**config.mk**
```make
export PLATFORM = sky130hd
export DESIGN_NAME = sort_host_flat
export DESIGN_NICKNAME = d
export VERILOG_FILES = /design/src/rtl/sort_host_pkg.sv /design/src/rtl/sort_host_if.sv /design/src/rtl/sort_host.sv /design/src/flat_wrapper.sv
export SDC_FILE = /design/constraint.sdc
export NUM_CORES = 1
export LEC_CHECK = 0
export ABC_AREA = 1
export CAP_MARGIN = 40
export CORE_UTILIZATION = 45
export CTS_BUF_LIST = sky130_fd_sc_hd__clkbuf_4
export DETAILED_ROUTE_END_ITERATION = 7
export PLACE_DENSITY = 0.8
export SETUP_SLACK_MARGIN = 0.2
export SKIP_LAST_GASP = 1
export SLEW_MARGIN = 10
export SYNTH_ARGS = -nofsm -noshare
export SYNTH_HDL_FRONTEND = slang
export SYNTH_SLANG_ARGS = --single-unit
```
**constraint.sdc**
```tcl
create_clock -name clk -period 3.7 [get_ports clk]
set_input_delay 0.555 -clock clk [delete_from_list [all_inputs] [get_ports clk]]
set_output_delay 0.555 -clock clk [all_outputs]
set_load 0.02 [all_outputs]
```
**src/rtl/sort_host_pkg.sv**
```systemverilog
`default_nettype none
// ============================================================================
// Module      : sort_host_pkg
// Description : Shared types and constants for the byte-sorter host.
//               Holds the host FSM state encoding and the default frame
//               geometry that the sorter and its host must agree on.
// Revision    : 1.0 - initial release
// ============================================================================
package sort_host_pkg;

  // Frame depth and word width; the sorter is built with the same values.
  localparam int SORT_N = 8;
  localparam int SORT_W = 8;

  typedef enum logic [2:0] {
    S_IDLE    = 3'd0,
    S_LOAD    = 3'd1,
    S_KICK    = 3'd2,
    S_WAIT    = 3'd3,
    S_RD_ADDR = 3'd4,
    S_RD_DATA = 3'd5,
    S_SEND    = 3'd6
  } state_t;

endpackage
`default_nettype wire

```
**src/rtl/sort_host_if.sv**
```systemverilog
`default_nettype none
// ============================================================================
// Module      : sort_host_if
// Description : Bundles the host's upstream stream, downstream stream and
//               sorter host bus.
//   master : used by sort_host (drives in_ready, out_*, srt_wr/start/addr/
//            datain, busy; receives in_valid/in_data, out_ready,
//            srt_dataout, srt_ready)
//   slave  : the surrounding environment (upstream source, downstream sink
//            and the sorter itself)
// Revision    : 1.0 - initial release
// ============================================================================
interface sort_host_if
  import sort_host_pkg::*;
#(
  parameter int W  = SORT_W,
  parameter int AW = $clog2(SORT_N)
);

  logic          in_valid;
  logic [W-1:0]  in_data;
  logic          in_ready;

  logic          out_valid;
  logic [W-1:0]  out_data;
  logic          out_ready;

  logic          srt_wr;
  logic          srt_start;
  logic [AW-1:0] srt_addr;
  logic [W-1:0]  srt_datain;
  logic [W-1:0]  srt_dataout;
  logic          srt_ready;

  logic          busy;

  modport master (
    input  in_valid, in_data, out_ready, srt_dataout, srt_ready,
    output in_ready, out_valid, out_data,
    output srt_wr, srt_start, srt_addr, srt_datain, busy
  );

  modport slave (
    output in_valid, in_data, out_ready, srt_dataout, srt_ready,
    input  in_ready, out_valid, out_data,
    input  srt_wr, srt_start, srt_addr, srt_datain, busy
  );

endinterface
`default_nettype wire

```
**src/rtl/sort_host.sv**
```systemverilog
`default_nettype none
// ============================================================================
// Module      : sort_host
// Description : Host-side initiator for the N-word byte sorter. Collects a
//               frame of N words from the input stream, writes them into the
//               sorter, kicks a sort, waits for completion and streams the
//               sorted words back out in address order.
// Ports       :
//   clk  - clock, all state on the rising edge
//   nrst - asynchronous active-low reset
//   bus  - sort_host_if.master: input stream (in_valid/in_data/in_ready),
//          output stream (out_valid/out_data/out_ready), sorter host bus
//          (srt_wr/srt_start/srt_addr/srt_datain/srt_dataout/srt_ready),
//          busy status
// Revision    : 1.0 - initial release
// ============================================================================
module sort_host
  import sort_host_pkg::*;
#(
  parameter int N  = SORT_N,
  parameter int W  = SORT_W,
  parameter int AW = $clog2(SORT_N)
) (
  input  logic        clk,
  input  logic        nrst,
  sort_host_if.master bus
);

  localparam logic [AW-1:0] LAST = AW'(N - 1);

  state_t        state_q;
  logic [AW-1:0] wcnt_q;
  logic [AW-1:0] rcnt_q;
  logic          seen_low_q;

  logic          srt_wr_q;
  logic          srt_start_q;
  logic [AW-1:0] srt_addr_q;
  logic [W-1:0]  srt_datain_q;
  logic          out_valid_q;
  logic [W-1:0]  out_data_q;

  // Counters are N = 2**AW deep, so the plain increment wraps to zero.
  logic [AW-1:0] wcnt_d;
  logic [AW-1:0] rcnt_d;

  assign wcnt_d = wcnt_q + AW'(1);
  assign rcnt_d = rcnt_q + AW'(1);

  always_ff @(posedge clk or negedge nrst) begin
    if (!nrst) begin
      state_q      <= S_IDLE;
      wcnt_q       <= '0;
      rcnt_q       <= '0;
      seen_low_q   <= 1'b0;
      srt_wr_q     <= 1'b0;
      srt_start_q  <= 1'b0;
      srt_addr_q   <= '0;
      srt_datain_q <= '0;
      out_valid_q  <= 1'b0;
      out_data_q   <= '0;
    end else begin
      // Strobes are single-cycle unless re-asserted below.
      srt_wr_q    <= 1'b0;
      srt_start_q <= 1'b0;

      case (state_q)
        S_IDLE: state_q <= S_LOAD;

        S_LOAD: begin
          if (bus.in_valid) begin
            srt_wr_q     <= 1'b1;
            srt_addr_q   <= wcnt_q;
            srt_datain_q <= bus.in_data;
            wcnt_q       <= wcnt_d;
            if (wcnt_q == LAST) state_q <= S_KICK;
          end
        end

        // The sorter must be idle before it can accept a start.
        S_KICK: begin
          if (bus.srt_ready) begin
            srt_start_q <= 1'b1;
            seen_low_q  <= 1'b0;
            state_q     <= S_WAIT;
          end
        end

        // Completion is a fall followed by a rise of srt_ready; a ready that
        // is still high from before the start is not a completion.
        S_WAIT: begin
          if (!bus.srt_ready) begin
            seen_low_q <= 1'b1;
          end else if (seen_low_q) begin
            srt_addr_q <= '0;
            rcnt_q     <= '0;
            state_q    <= S_RD_ADDR;
          end
        end

        // srt_addr is presented for one cycle; read data follows next cycle.
        S_RD_ADDR: state_q <= S_RD_DATA;

        S_RD_DATA: begin
          out_data_q  <= bus.srt_dataout;
          out_valid_q <= 1'b1;
          state_q     <= S_SEND;
        end

        S_SEND: begin
          if (bus.out_ready) begin
            out_valid_q <= 1'b0;
            if (rcnt_q == LAST) begin
              rcnt_q  <= '0;
              state_q <= S_LOAD;
            end else begin
              rcnt_q     <= rcnt_d;
              srt_addr_q <= rcnt_d;
              state_q    <= S_RD_ADDR;
            end
          end
        end

        default: state_q <= S_IDLE;
      endcase
    end
  end

  assign bus.in_ready   = (state_q == S_LOAD);
  assign bus.busy       = (state_q != S_LOAD);
  assign bus.srt_wr     = srt_wr_q;
  assign bus.srt_start  = srt_start_q;
  assign bus.srt_addr   = srt_addr_q;
  assign bus.srt_datain = srt_datain_q;
  assign bus.out_valid  = out_valid_q;
  assign bus.out_data   = out_data_q;

endmodule
`default_nettype wire

```
**src/flat_wrapper.sv**
```systemverilog
// flat-port wrapper written by rule: the top's interface ports become plain ports
module sort_host_flat import sort_host_pkg::*;
#(
  parameter int N  = SORT_N,
  parameter int W  = SORT_W,
  parameter int AW = $clog2(SORT_N)
)
  (clk, nrst, bus_in_valid, bus_in_data, bus_out_ready, bus_srt_dataout, bus_srt_ready, bus_in_ready, bus_out_valid, bus_out_data, bus_srt_wr, bus_srt_start, bus_srt_addr, bus_srt_datain, bus_busy);
  sort_host_if #(.W(W), .AW(AW)) bus_i ();
  input  logic clk;
  input  logic nrst;
  input wire logic [$bits(bus_i.in_valid)-1:0] bus_in_valid;
  input wire logic [$bits(bus_i.in_data)-1:0] bus_in_data;
  input wire logic [$bits(bus_i.out_ready)-1:0] bus_out_ready;
  input wire logic [$bits(bus_i.srt_dataout)-1:0] bus_srt_dataout;
  input wire logic [$bits(bus_i.srt_ready)-1:0] bus_srt_ready;
  output wire logic [$bits(bus_i.in_ready)-1:0] bus_in_ready;
  output wire logic [$bits(bus_i.out_valid)-1:0] bus_out_valid;
  output wire logic [$bits(bus_i.out_data)-1:0] bus_out_data;
  output wire logic [$bits(bus_i.srt_wr)-1:0] bus_srt_wr;
  output wire logic [$bits(bus_i.srt_start)-1:0] bus_srt_start;
  output wire logic [$bits(bus_i.srt_addr)-1:0] bus_srt_addr;
  output wire logic [$bits(bus_i.srt_datain)-1:0] bus_srt_datain;
  output wire logic [$bits(bus_i.busy)-1:0] bus_busy;
  assign bus_i.in_valid = bus_in_valid;
  assign bus_i.in_data = bus_in_data;
  assign bus_i.out_ready = bus_out_ready;
  assign bus_i.srt_dataout = bus_srt_dataout;
  assign bus_i.srt_ready = bus_srt_ready;
  assign bus_in_ready = bus_i.in_ready;
  assign bus_out_valid = bus_i.out_valid;
  assign bus_out_data = bus_i.out_data;
  assign bus_srt_wr = bus_i.srt_wr;
  assign bus_srt_start = bus_i.srt_start;
  assign bus_srt_addr = bus_i.srt_addr;
  assign bus_srt_datain = bus_i.srt_datain;
  assign bus_busy = bus_i.busy;
  sort_host #(.N(N), .W(W), .AW(AW)) u_core (.clk(clk), .nrst(nrst), .bus(bus_i));
endmodule
```
; ---- Word-level counts from Yosys, hierarchy flattened
; Index checks and enable logic that the tools add are counted.
[op_classes]
n_addsub = 2
n_eq_ne = 17
n_mux = 26
reduce_logical = 11
[ops]
columns = operator, n
row1 = $mux 3, 14
row2 = $pmux 3 s7, 1
row3 = $eq 3x3->1 const B, 5
row4 = $ne 2x2->1 const B, 6
row5 = $reduce_and 6->1, 2
row6 = $pmux 3 s3, 1
row7 = $mux 1, 7
row8 = $add 3x1->3 const B, 2
row9 = $eq 3x2->1 const B, 2
row10 = $pmux 3 s2, 1
row11 = $reduce_bool 2->1, 3
row12 = $ne 2x1->1 const B, 2
row13 = $pmux 1 s2, 2
row14 = $reduce_and 2->1, 2
row15 = $reduce_and 4->1, 1
row16 = $eq 3x1->1 const B, 1
row17 = $logic_not 3->1, 1
row18 = $ne 3x1->1 const B, 1
row19 = $reduce_and 3->1, 1
row20 = $reduce_bool 3->1, 1
[word_totals]
register_bits = 32
inputBits = 21
out_inout_bits = 24
wordCells = 66

; ---- Longest topological paths before layout
; Gate-level depths: netlist of run 1.
[depth]
word_depth = 4
mapped_depth = 10
ltp_nobuf = 9

; ---- Worst setup path before layout of run 1
; No wires, ideal clock.
[synth_path]
path_kind = reg-to-reg
startpoint = register u_core.state_q[1]
endpoint = register u_core.wcnt_q[0]
setup_time_ns = 0.127
arrival_ns = 1.322
required_time_ns = 3.573
slack_ns = 2.251
path_stages_with_launch = 8
path_buffers = 2
period_less_slack_ns = 1.449
cell_sequence = dfrtp_1 -> buf_4 -> inv_1 -> nand2_1 -> nor2_2 -> nand2_1 -> buf_2 -> xor2_1
[synth_via]
elab_chain_cells = 2
[synth_rtl]
columns = element, line_no
row1 = "start, declared", sort_host.sv:31  ; state_t state_q;
row2 = "start signal, assigned", sort_host.sv:52  ; state_q <= S_IDLE;
row3 = "start signal, assigned", sort_host.sv:68  ; S_IDLE: state_q <= S_LOAD;
row4 = "start signal, assigned", sort_host.sv:76  ; if (wcnt_q == LAST) state_q <= S_KICK;
row5 = $eq 3x1->1, --
row6 = named net bus_in_ready, flat_wrapper.sv:17  ; output wire logic [$bits(bus_i.in_ready)-1:0] bus_in_ready;
row7 = $reduce_and 2->1 (no source line), --
row8 = "end signal, assigned", sort_host.sv:75  ; wcnt_q <= wcnt_d;
row9 = "end, declared", sort_host.sv:32  ; logic [AW-1:0] wcnt_q;
; The timed path passes the listed nets, and every way through them passes these cells.
; A chain may end at the register's enable or synchronous reset.

; ---- Worst setup path in the final report of run 1
[layout_path]
startpoint = register u_core.state_q[1]
endpoint = output port bus_in_ready
[layout_via]
elab_chain_cells = 1
[layout_rtl]
columns = element, line_no
row1 = $eq 3x1->1, sort_host.sv:129  ; assign bus.in_ready = (state_q == S_LOAD);
row2 = "end, declared", flat_wrapper.sv:17
; Every way passes these cells.

==> results of run 1 <==
[worst paths after layout]
path / start / to / slack (ns) / depth (start not counted)
setup / recovery: u_core.state_q[1] / bus_in_ready / 1.33 / 4
hold / removal: u_core.bus.srt_datain[5] / u_core.bus.srt_datain[5] / 0.48 / 2
setup reg to reg: u_core.state_q[1] / u_core.wcnt_q[2] / 2.08 / 6
hold reg to reg: u_core.bus.srt_datain[5] / u_core.bus.srt_datain[5] / 0.48 / 2
max in group asynchronous: nrst / u_core.bus.srt_datain[0] / 2.78 / 2
min in group asynchronous: nrst / u_core.bus.srt_start / 0.62 / 2
[cells in the mapped netlist]
library cell,n,share of area (%)
a31oi_1,1,0.43
a21oi_1,1,0.34
nand4_1,1,0.43
nor2_2,5,2.1
inv_1,12,3.1
nor2_1,9,2.3
dfrtp_1,32,54
buf_4,3,1.5
inv_2,2,0.51
mux2_2,8,6.1
ha_1,4,3.4
nand3_1,9,3.1
o21ai_0,7,2.4
xor2_1,1,0.60
nand2_1,71,18
nand2_2,2,0.85
buf_2,1,0.34
[layout by cell type, fill, tap and decap left out]
master / n
nor2_1: 9
clkinv_1: 1
ha_1: 4
clkdlybuf4s50_1: 44
a31oi_1: 1
buf_4: 1
dfrtp_1: 32
nand2_1: 71
inv_2: 2
nand3_1: 9
mux2_2: 8
clkbuf_4: 5
a21oi_1: 1
xor2_1: 1
nand2_2: 2
nor2_2: 5
inv_1: 12
clkinv_2: 2
o21ai_0: 7
nand4_1: 1
[through the flow]
step / area, um^2 / setup WS (ns) / total power [mW] / hold WS [ns]
global route: 2000 / 1.21 / 1.79 / 0.523
global placement: 1950 / 1.75 / 1.45 / 0.461
floorplan: 1470 / 2.25 / 1.12 / 0.259
detailed placement: 1950 / 1.72 / 1.47 / 0.462
finish: 2000 / 1.33 / 1.66 / 0.483
CTS: 2000 / 1.34 / 1.67 / 0.490
[cell type report]
cell class                 count  area (um^2)  area share [%]
inverter                      14         52.6            2.63
clock inverter                 3         13.8           0.689
clock buffer                   5         37.5            1.88
multi-input combinational    119          591            29.6
sequential                    32          801            40.1
timing repair buffer          45          448            22.4
tap                           44         55.1            2.76
[report_power, final]
group | switching, mW | internal [mW]
clock network | 0.116 | 0.0697
logic | 0.478 | 0.387
registers | 0.102 | 0.503
[state kept, by name, indices dropped and copies added, names as in the netlist]
register               cells
u_core.bus.out_data        8
u_core.bus.out_valid       1
u_core.bus.srt_addr        3
u_core.bus.srt_datain      8
u_core.bus.srt_start       1
u_core.bus.srt_wr          1
u_core.rcnt_q              3
u_core.seen_low_q          1
u_core.state_q             3
u_core.wcnt_q              3
[worst min-delay path: cells and delay by family (launching register included)]
kind | cells | cell delay [ns]
simple gates | 2 | 0.10
flops | 1 | 0.35
[cell families (layout without fill, tap and decap cells)]
group | after synthesis | in the layout | synth area share, %
AO/OA/AOI/OAI | 9 | 9 | 3.15
flip-flops | 32 | 32 | 54.4
AND/OR/NAND/NOR | 97 | 97 | 26.9
multiplexers | 8 | 8 | 6.12
XOR/XNOR | 1 | 1 | 0.595
adder cells (fa/ha/maj) | 4 | 4 | 3.40
buffers and inverters | 18 | 67 | 5.44
[metal layers]
layer	GRT usage (%)	share of wire, %	up-vias	routed length (um)
met2	33.5	49	47	1490
met4	6.80	0.67	0	20
met1	24.3	44	576	1330
met3	6.11	5.7	4	172
li1	-	-	625	-
met5	0	0	-	0
==> run_results.csv, run 1 <==
group,metric,value,unit
run_status,status,"finished clean",
worst_setup_path,crit_type,"flip-flop to primary output",
flow_run,drv_cap,0,
yosys,ys_types,17,
layout,final_util,64.9,%
timing,relSlewSlack,73.1,%
yosys,synth_area,0.00147,mm^2
routing,routed_wl,3.01,mm
worst_setup_path,cp-start-kind,"flip-flop",
layout,drive_gt1_share,11.5,%
clocking,clock-sinks,32,
worst_setup_path,end_kind,"primary output",
min_path,min_path_type,"flip-flop to flip-flop",
clocking,post_cts_buffers,0,
placed_design,gp_congestion,0.863,
grt,grt_max_degree,33,
timing,skew,0.0130,ns
layout,n_antenna_cell,0,
placed_design,port_buffers,44,
worst_setup_path,critical_path_buf_inv_count,2,
timing,fmax,423,MHz
layout,fin_cells,262,
timing,grt_setup_unrepaired,"no",
timing,setup_viol,0,
die,initial_core_util,47.8,%
power_and_ir_drop,ir_drop,0.000424,V
yosys,yosysWarnings,0,
clocking,insertion_delay,0.32,ns
routing,drc,0,
timing,tns,0,ns
die,die_area,0.00350,mm^2
placed_design,dp.cells,254,
die,rows,20,
timing,fin_crit,2.37,ns
yosys,ys_seq_elements,32,
timing,finalHoldViolCount,0,
yosys,synthesis.nets,194,
timing,tightest_slew,0.402,ns
clocking,cts_root_buf,"clkbuf_4",
placed_design,hpwl,2.17,mm
die,core,0.00308,mm^2
grt,grt_pass1_wl,5.22,mm
yosys,avgSynthCellArea,8.71,um^2
clocking,cts_buffers,5,
routing,first_pass_iters,4,
clocking,hold_buffers,0,
worst_setup_path,worstPathArrival,1.81,ns
clocking,clockBufferDepth,2,
worst_setup_path,critical_path.max_stage_delay,0.63,ns
grt,overflow,0,
clocking,htree_levels,2,
layout,syn_to_final_growth,35.8,%
die,die_h,59.2,um
timing,drv_slew,0,
routing,wire_per_inst,11.5,um
worst_setup_path,crit_path_cell_trace,"inv_1, nand2_1, nor2_2, clkdlybuf4s50_1",
timing,post-route-period-util,63.9,%
grt,grt_pass1_vias,1262,
routing,avgViaCountPerCell,4.78,
clocking,cts-resized-gates,0,
layout,nets,242,
layout,nFillCells,266,
worst_setup_path,worstPathRequired,3.14,ns
power_and_ir_drop,power.density,829,mW/mm^2
die,die_w,59.2,um
die,pin_count,45,
worst_setup_path,cpLargestDelayFamily,"buffers and inverters",
routing,initialDrtViolationCount,32,
yosys,synth-seq-area-share,54.4,%
routing,postRouteAntennaNets,0,
worst_setup_path,crit_fanout,10,
routing,vias,1252,
worst_setup_path,critical_path.slowest_cell,"clkdlybuf4s50_1",
grt,antenna_found_initial,0,
yosys,synth_cells,169,
clocking,clk_pin_slew,0.11,ns
clocking,cts_tree,"built",
grt,grt_use_total,20.0,%
power_and_ir_drop,p_leak,1.00,nW
Power figures use the tool's default switching activity.
==> run 2: changes to the inputs <==
==> constraint.sdc (replaced) <==
create_clock -name clk -period 2.36 [get_ports clk]
set_input_delay 0.354 -clock clk [delete_from_list [all_inputs] [get_ports clk]]
set_output_delay 0.354 -clock clk [all_outputs]
set_load 0.02 [all_outputs]
==> run 2 against run 1 <==
Compared with the run above:
- cell count unchanged
- via count decreased by 0.72%
- register-to-register slack got worse by 1.4 ns
- die area unchanged
- clock skew decreased by 0.0093 ns
- setup slack got worse by 0.98 ns
- largest cell class unchanged
==> run_results.csv, run 2 (synthesis results as in run 1) <==
group,metric,value,unit
die,die_w,59.2,um
grt,grt_pass1_vias,1265,
layout,nets,242,
die,core,0.00308,mm^2
routing,wire_per_inst,11.4,um
power_and_ir_drop,power,2.72,mW
timing,tightest_slew,0.436,ns
timing,setup_viol,0,
die,initial_core_util,47.8,%
die,rows,20,
placed_design,place_area,0.00195,mm^2
timing,skew,0.00362,ns
layout,layout_common_cells,"nand2_1 (71), clkdlybuf4s50_1 (43), dfrtp_1 (32), inv_1 (12)",
clocking,cts_buffers,5,
power_and_ir_drop,p_leak,1.03,nW
grt,grt_pass1_wl,5.19,mm
layout,regArea,801,um^2
worst_setup_path,end_kind,"primary output",
timing,fmax,498,MHz
power_and_ir_drop,power.density,1340,mW/mm^2
clocking,cts_tree,"built",
routing,initialDrtViolationCount,23,
layout,syn_to_final_growth,37.9,%
routing,drc,0,
timing,finalHoldViolCount,0,
power_and_ir_drop,ir_drop,0.000689,V
clocking,insertion_delay,0.32,ns
worst_setup_path,cp-start-kind,"flip-flop",
routing,vias,1243,
worst_setup_path,worstPathArrival,1.65,ns
timing,post-route-period-util,85.0,%
clocking,htree_levels,2,
die,die_h,59.2,um
layout,n_antenna_cell,0,
clocking,clockBufferDepth,2,
worst_setup_path,crit_fanout,7,
routing,avgViaCountPerCell,4.74,
timing,relSlewSlack,70.9,%
routing,postRouteAntennaNets,0,
timing,grt_setup_unrepaired,"no",
grt,overflow,0,
routing,routed_wl,3.00,mm
flow_run,drv_cap,0,
die,pin_count,45,
clocking,cts_root_buf,"clkbuf_4",
timing,tns,0,ns
placed_design,hpwl,2.14,mm
worst_setup_path,crit_type,"flip-flop to primary output",
placed_design,port_buffers,44,
timing,drv_slew,0,
layout,nFillCells,247,
clocking,post_cts_buffers,0,
die,die_area,0.00350,mm^2
grt,grt_max_degree,33,
placed_design,dp_slack,0.589,ns
clocking,clk_pin_slew,0.10,ns
layout,final_design_area_no_fill,0.00203,mm^2
run_status,status,"finished clean",
worst_setup_path,worstPathRequired,2.01,ns
clocking,hold_buffers,0,
min_path,min_path_type,"primary input to asynchronous set/reset pin",
grt,grt_use_total,20.1,%
routing,first_pass_iters,4,
grt,antenna_found_initial,0,
clocking,clock-sinks,32,
timing,fin_crit,2.01,ns
timing,fin_ws,0.353,ns
clocking,cts-resized-gates,0,
layout,final_common_cell,"nand2_1",
layout,multi_input_area,591,um^2
placed_design,gp_congestion,0.863,
layout,drive_gt1_share,11.9,%
-- run 2: changes by cell type in the layout (fill, tap and decap cells not counted), sizes merged --
cell	previous run	this run
dlymetal6s2s	0	1
clkdlybuf4s50	44	43
clkinv	3	1
clkbuf	5	6
bufinv	0	1
-- run 2: power by group --
group | leakage, nW | internal, mW | total, mW | switching (mW)
clock | 0.0456 | 0.233 | 0.414 | 0.181
combinational | 0.589 | 0.605 | 1.36 | 0.757
sequential | 0.395 | 0.789 | 0.948 | 0.159
-- run 2: metal layers --
layer	GRT usage [%]	part of all wire [%]
met1	24.0	44
met2	33.2	49
met3	5.68	5.4
met4	9.86	1.9
met5	0	0
-- run 2: worst max-delay path, cell delays in order, from the launching register on --
cell and delay, ns:
dfrtp_1 0.48, inv_1 0.14, nand2_1 0.11, clkdlybuf4s50_1 0.60
-- run 2: cell type report --
cell class | instances | share of cell area (%)
Tap cell | 44 | 2.71
Sequential cell | 32 | 39.5
Timing Repair Buffer | 45 | 22.2
Inverter | 14 | 2.59
Clock buffer | 6 | 2.22
Clock inverter | 2 | 1.73
Multi-Input combinational cell | 119 | 29.1
-- run 2: worst paths after layout --
kind | from | endpoint | slack [ns] | cells past startpoint
min in group clk | u_core.bus.srt_datain[5] | u_core.bus.srt_datain[5] | 0.48 | 2
worst max register to register | u_core.state_q[1] | u_core.wcnt_q[2] | 0.73 | 6
max in group asynchronous | nrst | u_core.bus.out_data[7] | 1.65 | 2
worst min-delay path | nrst | u_core.seen_low_q | 0.42 | 2
worst min register to register | u_core.bus.srt_datain[5] | u_core.bus.srt_datain[5] | 0.48 | 2
worst max-delay path | u_core.state_q[2] | bus_busy | 0.35 | 3
-- run 2: stage by stage --
stage	hold WS (ns)	utilization (%)	std cells
detailed placement	0.462	63.3	254
global route	0.459	65.9	262
floorplan	0.0584	-	169
CTS	0.425	65.9	262
global placement	0.461	63.3	254
finish	0.422	65.9	262
